$ cat config.mk
export PLATFORM = sky130hd
export DESIGN_NAME = alu32_unit
export DESIGN_NICKNAME = d
export VERILOG_FILES = /design/src/rtl/alu32_pkg.sv /design/src/rtl/alu32_shifter.sv /design/src/rtl/alu32_unit.sv
export SDC_FILE = /design/constraint.sdc
export NUM_CORES = 1
export LEC_CHECK = 0
export ABC_AREA = 1
export BUFFER_PORTS_ARGS = -buffer_cell sky130_fd_sc_hd__clkbuf_2
export CORE_MARGIN = 1
export CORE_UTILIZATION = 34
export DETAILED_ROUTE_END_ITERATION = 8
export PLACE_DENSITY_LB_ADDON = 0.12
export RECOVER_POWER = 100
export SLEW_MARGIN = 0
export SYNTH_ARGS = -nofsm -noshare
export SYNTH_HDL_FRONTEND = slang
export SYNTH_SLANG_ARGS = --single-unit
export TNS_END_PERCENT = 1
$ cat constraint.sdc
create_clock -name clk -period 4.75 [get_ports clk]
set_clock_uncertainty 0.05 [all_clocks]
set_input_delay 0.475 -clock clk [delete_from_list [all_inputs] [get_ports clk]]
set_output_delay 0.475 -clock clk [all_outputs]
set_load 0.05 [all_outputs]
$ cat src/rtl/alu32_pkg.sv
// Shared definitions for the 32-bit ALU: op code type and funct/op codes.
package alu32_pkg;

  typedef logic [10:0] alu_op_t;

  // Register-operand ops: shamt field is zero, so the full 11-bit code is fixed.
  localparam alu_op_t OP_ADD  = 11'h020;
  localparam alu_op_t OP_ADDU = 11'h021;
  localparam alu_op_t OP_SUB  = 11'h022;
  localparam alu_op_t OP_SUBU = 11'h023;
  localparam alu_op_t OP_AND  = 11'h024;
  localparam alu_op_t OP_OR   = 11'h025;
  localparam alu_op_t OP_XOR  = 11'h026;
  localparam alu_op_t OP_NOR  = 11'h027;
  localparam alu_op_t OP_SLT  = 11'h02A;
  localparam alu_op_t OP_SLTU = 11'h02B;
  localparam alu_op_t OP_SHL  = 11'h004;
  localparam alu_op_t OP_SHR  = 11'h006;
  localparam alu_op_t OP_SAR  = 11'h007;

  // Immediate-shift funct codes; the amount lives in op[10:6].
  localparam logic [5:0] FUNCT_SLL = 6'h00;
  localparam logic [5:0] FUNCT_SRL = 6'h02;
  localparam logic [5:0] FUNCT_SRA = 6'h03;

  // True for any funct that selects an immediate shift.
  function automatic logic is_imm_shift(input alu_op_t op);
    return (op[5:0] == FUNCT_SLL) || (op[5:0] == FUNCT_SRL) || (op[5:0] == FUNCT_SRA);
  endfunction

endpackage

$ cat src/rtl/alu32_shifter.sv
// Combinational 32-bit barrel shifter shared by every shift op.
// dir=0 shifts left, dir=1 shifts right; arith=1 fills right shifts with data[31].
module alu32_shifter
  import alu32_pkg::*;
(
  input  logic [31:0] data,
  input  logic [4:0]  amt,
  input  logic        dir,
  input  logic        arith,
  output logic [31:0] result
);

  logic [31:0] data_rev;
  logic [31:0] stage [0:5];
  logic [31:0] stage_rev;
  logic        fill;

  // Left shifts reuse the right-shift network on bit-reversed data.
  genvar gi;
  generate
    for (gi = 0; gi < 32; gi++) begin : g_rev
      assign data_rev[gi]  = data[31-gi];
      assign stage_rev[gi] = stage[5][31-gi];
    end
  endgenerate

  assign fill     = arith & dir & data[31];
  assign stage[0] = dir ? data : data_rev;

  // Log-depth right shifter: stage gi shifts by 2**gi when amt[gi] is set.
  generate
    for (gi = 0; gi < 5; gi++) begin : g_stage
      localparam int SH = 1 << gi;
      assign stage[gi+1] = amt[gi] ? {{SH{fill}}, stage[gi][31:SH]} : stage[gi];
    end
  endgenerate

  assign result = dir ? stage[5] : stage_rev;

endmodule

$ cat src/rtl/alu32_unit.sv
// 32-bit MIPS-style ALU with registered result and flags (1-cycle latency).
// Optional immediate shifts (sll/srl/sra with amount in op[10:6]) are enabled
// by defining ALU32_SHAMT_EN; without it those codes decode as unlisted.
module alu32_unit
  import alu32_pkg::*;
(
  input  logic        clk,
  input  logic        rst,
  input  logic [10:0] op,
  input  logic [31:0] in0,
  input  logic [31:0] in1,
  output logic        carryout,
  output logic        overflow,
  output logic        zero,
  output logic [31:0] out
);

  logic [32:0] sum_ext;
  logic [32:0] diff_ext;
  logic        add_ovf;
  logic        sub_ovf;
  logic        lt_signed;
  logic        lt_unsigned;

  logic [4:0]  sh_amt;
  logic        sh_dir;
  logic        sh_arith;
  logic [31:0] sh_result;

  logic [31:0] res_next;
  logic        carry_next;
  logic        ovf_next;

  // One 33-bit adder and subtractor; bit 32 gives carry and borrow directly.
  assign sum_ext  = {1'b0, in0} + {1'b0, in1};
  assign diff_ext = {1'b0, in0} - {1'b0, in1};

  assign add_ovf = (in0[31] == in1[31]) && (sum_ext[31] != in0[31]);
  assign sub_ovf = (in0[31] != in1[31]) && (diff_ext[31] != in0[31]);

  // Signed compare from the sign bits when they differ, so a wrapped difference never misleads it.
  assign lt_signed   = (in0[31] != in1[31]) ? in0[31] : diff_ext[31];
  assign lt_unsigned = diff_ext[32];

  // Shifter control: variable shifts take in1[4:0], immediate shifts take op[10:6].
  always_comb begin
    sh_amt   = in1[4:0];
    sh_dir   = (op == OP_SHR) || (op == OP_SAR);
    sh_arith = (op == OP_SAR);
`ifdef ALU32_SHAMT_EN
    if (is_imm_shift(op)) begin
      sh_amt   = op[10:6];
      sh_dir   = (op[5:0] != FUNCT_SLL);
      sh_arith = (op[5:0] == FUNCT_SRA);
    end
`endif
  end

  alu32_shifter u_shifter (
    .data   (in0),
    .amt    (sh_amt),
    .dir    (sh_dir),
    .arith  (sh_arith),
    .result (sh_result)
  );

  // Decode on the full 11-bit op; anything unlisted yields a zero result with clear flags.
  always_comb begin
    res_next   = 32'd0;
    carry_next = 1'b0;
    ovf_next   = 1'b0;
    case (op)
      OP_ADD:  begin res_next = sum_ext[31:0];  carry_next = sum_ext[32];  ovf_next = add_ovf; end
      OP_ADDU: begin res_next = sum_ext[31:0];  carry_next = sum_ext[32];  end
      OP_SUB:  begin res_next = diff_ext[31:0]; carry_next = diff_ext[32]; ovf_next = sub_ovf; end
      OP_SUBU: begin res_next = diff_ext[31:0]; carry_next = diff_ext[32]; end
      OP_AND:  res_next = in0 & in1;
      OP_OR:   res_next = in0 | in1;
      OP_XOR:  res_next = in0 ^ in1;
      OP_NOR:  res_next = ~(in0 | in1);
      OP_SLT:  res_next = {31'd0, lt_signed};
      OP_SLTU: res_next = {31'd0, lt_unsigned};
      OP_SHL, OP_SHR, OP_SAR: res_next = sh_result;
      default: begin
`ifdef ALU32_SHAMT_EN
        if (is_imm_shift(op)) begin
          res_next = sh_result;
        end
`endif
      end
    endcase
  end

  // Output register: reset forces a zero result with zero flag set.
  always_ff @(posedge clk) begin
    if (rst) begin
      out      <= 32'd0;
      carryout <= 1'b0;
      overflow <= 1'b0;
      zero     <= 1'b1;
    end else begin
      out      <= res_next;
      carryout <= carry_next;
      overflow <= ovf_next;
      zero     <= (res_next == 32'd0);
    end
  end

endmodule

==> impl_metrics.ini <==
[layout]
register_area_um2 = 700.7
finish.utilization = 0.3791
multiInputGateArea_um2 = 7626
fill_cells = 3309
flow.area_growth_from_synthesis_pct = 9.911
most-common-layout-cells = sky130_fd_sc_hd__nand3_1, sky130_fd_sc_hd__nand2_1, sky130_fd_sc_hd__inv_1
nNetsFinal = 2016
number_of_inserted_diodes = 0
most_frequent_standard_cell_in_the_layout_excluding_fill_and_tap_cells = sky130_fd_sc_hd__nand3_1
post_route_cells_drive_above_1_share = 0.07333
final_area_um2 = 10500

[timing]
setup-violations-final = 0
timing.setup.tns_ps = 0
final_cycle_utilization_of_the_critical_path = 0.8734
final_slew_viol_count = 0
worst_relative_slew_slack = 0.3484
tightest_slew_ps = 976.3
hold_viol_final = 0
achievable-frequency_ghz = 0.2410
grt_setup_unrepaired = no
fin_crit_period_ps = 4149

[cts]
cts.repair_timing.setup_buffer_count = 0
cts-hold-fix-buffers = 0
cts_max_level = 2
tritoncts.num_buffers = 5
cts-resized-gates = 0
cts_tree = yes
clock-sinks = 35
clock-root-buffer = sky130_fd_sc_hd__clkbuf_16
clock_path_buffers = 2
worst_setup_hold_path_clk_slew_ps = 50

[setup_path]
endpoint_kind = register
worstPathMaxFanout = 10
criticalPathCategory = in -> reg
worst-endpoint-required_ps = 4910
critPathLaunchType = input pin
worst-endpoint-arrival_ps = 4310

[floorplanning]
die_footprint_um2 = 28780
dieWidth_um = 169.7
floorplan.initialDensity = 0.3449
num_io_pins = 112
placement_rows = 61
floorplan.core_area_um2 = 27710
die-height_um = 169.7

[routing]
detailedRoute.firstPassIterationCount = 6
detail_route.drc_violations = 0
iteration_0_drc_markers = 1731
route.final.wire_length_um = 51510
route.vias.total = 13040
post_drt_via_cell_ratio = 5.877
postRouteAntennaNets = 0
route.detailed.wl_per_inst_um = 23.21

[run]
drv.max_cap_violation_count = 0

[logic_synthesis]
synth.net_count = 1957
synth.ff_latch_count = 35
average_instance_area_after_synthesis_um2 = 5.366
netlist_top_cells_area = sky130_fd_sc_hd__nand3_1, sky130_fd_sc_hd__nand2_1, sky130_fd_sc_hd__ha_1, sky130_fd_sc_hd__inv_1, sky130_fd_sc_hd__nor2_1
syn-instance-count = 1781
synth.distinct_cells = 46
synth_async_sr_flop_share = 0
synth-edff-count = 0
yosys_most_used_dff = sky130_fd_sc_hd__dfxtp_1
yosysSeqAreaShare = 0.07332
synth_top_area_cell = sky130_fd_sc_hd__nand3_1
synth.top_cell.area_share = 0.2147
syn-cell-area_um2 = 9557
synth-warning-count = 0

[placed_design]
post_dp_cell_area_um2 = 10430
gp_congestion = 1.005
dp_hpwl_um = 42260
port_buffers = 111

[global_routing]
grt_pass1_wl_um = 75200
antenna_violations_before_repair = 1
grt_use_total = 0.3530
grt_start_max_net_pins = 51
grt_remaining_overflow = 0
via_count_of_the_first_global_routing_pass = 11850

[power_and_ir_drop]
vdd_ir_drop_max_mv = 0.1013
cellPowerDensity_nw_per_um2 = 143.8
leakage_nw = 5.334

[hold_path]
timing.hold.worst.class = in -> reg

[status]
status = complete, no violations
==> layout make-up <==
class / instances / share of cell area
multi-input cells: 1447 / 0.7260
clock buffers: 5 / 0.01191
well taps: 378 / 0.04503
inverters: 203 / 0.07254
flip-flops and latches: 35 / 0.06671
clock inverters: 3 / 0.001906
repair buffers: 148 / 0.07588
==> worst max-delay path: stages <==
cell	delay [ps]
sky130_fd_sc_hd__clkbuf_2	140
sky130_fd_sc_hd__inv_1	60
sky130_fd_sc_hd__ha_1	450
sky130_fd_sc_hd__o21ai_0	370
sky130_fd_sc_hd__a21oi_1	180
sky130_fd_sc_hd__o21ai_0	360
sky130_fd_sc_hd__nand2_1	90
sky130_fd_sc_hd__nand3_1	160
sky130_fd_sc_hd__a21oi_1	150
sky130_fd_sc_hd__o21ai_0	310
sky130_fd_sc_hd__nand3_1	120
sky130_fd_sc_hd__nand2_1	110
sky130_fd_sc_hd__fa_1	170
sky130_fd_sc_hd__nor3_1	50
sky130_fd_sc_hd__a2111oi_0	440
sky130_fd_sc_hd__nand3_1	150
sky130_fd_sc_hd__nor2_1	180
sky130_fd_sc_hd__nand4_1	100
sky130_fd_sc_hd__nor2_1	100
sky130_fd_sc_hd__nand3_1	80
sky130_fd_sc_hd__nand2_1	70
==> Yosys cell counts, types with 2 or more instances <==
library cell,number
sky130_fd_sc_hd__buf_1,8
sky130_fd_sc_hd__a211oi_1,3
sky130_fd_sc_hd__nand3_2,5
sky130_fd_sc_hd__inv_2,4
sky130_fd_sc_hd__buf_4,3
sky130_fd_sc_hd__o21ai_0,105
sky130_fd_sc_hd__a2111oi_0,2
sky130_fd_sc_hd__or2_2,6
sky130_fd_sc_hd__ha_1,96
sky130_fd_sc_hd__o221ai_1,3
sky130_fd_sc_hd__a21o_1,2
sky130_fd_sc_hd__buf_2,35
sky130_fd_sc_hd__buf_6,7
sky130_fd_sc_hd__clkbuf_1,43
sky130_fd_sc_hd__a31oi_1,7
sky130_fd_sc_hd__nor4_1,4
sky130_fd_sc_hd__a21oi_1,109
sky130_fd_sc_hd__a21boi_0,3
sky130_fd_sc_hd__nand4_1,26
sky130_fd_sc_hd__o21ai_1,2
sky130_fd_sc_hd__fa_1,3
sky130_fd_sc_hd__nand3b_1,4
sky130_fd_sc_hd__nand2_1,382
sky130_fd_sc_hd__nor2_2,4
sky130_fd_sc_hd__o21bai_1,6
sky130_fd_sc_hd__clkinv_1,5
sky130_fd_sc_hd__o2111ai_1,5
sky130_fd_sc_hd__o22ai_1,8
sky130_fd_sc_hd__o211ai_1,8
sky130_fd_sc_hd__o21a_1,7
sky130_fd_sc_hd__nor3_1,15
sky130_fd_sc_hd__a221oi_1,22
sky130_fd_sc_hd__dfxtp_1,35
sky130_fd_sc_hd__nand3_1,410
sky130_fd_sc_hd__a22oi_1,2
sky130_fd_sc_hd__inv_1,194
sky130_fd_sc_hd__nor2_1,189
==> kinds of logic after synthesis <==
group	Yosys count	share of synthesized area
AO/OA/AOI/OAI	297	0.1794
AND/OR/NAND/NOR	1050	0.4857
adder cells (fa/ha/maj)	99	0.1320
buffers and inverters	299	0.1287
flip-flops	35	0.07332
XOR/XNOR	1	0.0009166
==> through the flow <==
step           hold slack, ps  setup slack [ps]  instances  power [mW]
6_report                533.4             601.2       2219       1.510
5_1_grt                 600.8             119.0       2219       1.608
4_1_cts                 535.0             663.3       2219       1.486
3_5_place_dp            831.5             389.9       2211       1.168
3_3_place_gp            834.9             508.0       2211       1.171
2_1_floorplan           627.1             708.0       1781      0.8589
==> state kept, by name, summed over array words and instances (netlist names) <==
signal / flops
zero: 1
overflow: 1
carryout: 1
out: 32
==> worst paths after layout <==
path	cells past startpoint	startpoint	to
worst max-delay path	21	in0[8]	zero$_SDFF_PP1_
worst min-delay path	4	op[0]	overflow$_SDFF_PP0_
==> routing by layer <==
layer / routed length [µm] / vias up / share of wire / global-route usage
li1: - / 6125 / - / -
met1: 23410 / 6117 / 0.45 / 0.5119
met2: 21260 / 717 / 0.41 / 0.5308
met3: 4663 / 82 / 0.091 / 0.03965
met4: 2171 / 0 / 0.042 / 0.1265
met5: 0 / - / 0 / 0
==> power by group <==
group	internal, mW	switching [mW]
Sequential	0.295	0.000211
Clock	0.193	0.121
Combinational	0.250	0.652
Total	0.737	0.773
(Power assumes the default switching activity.)
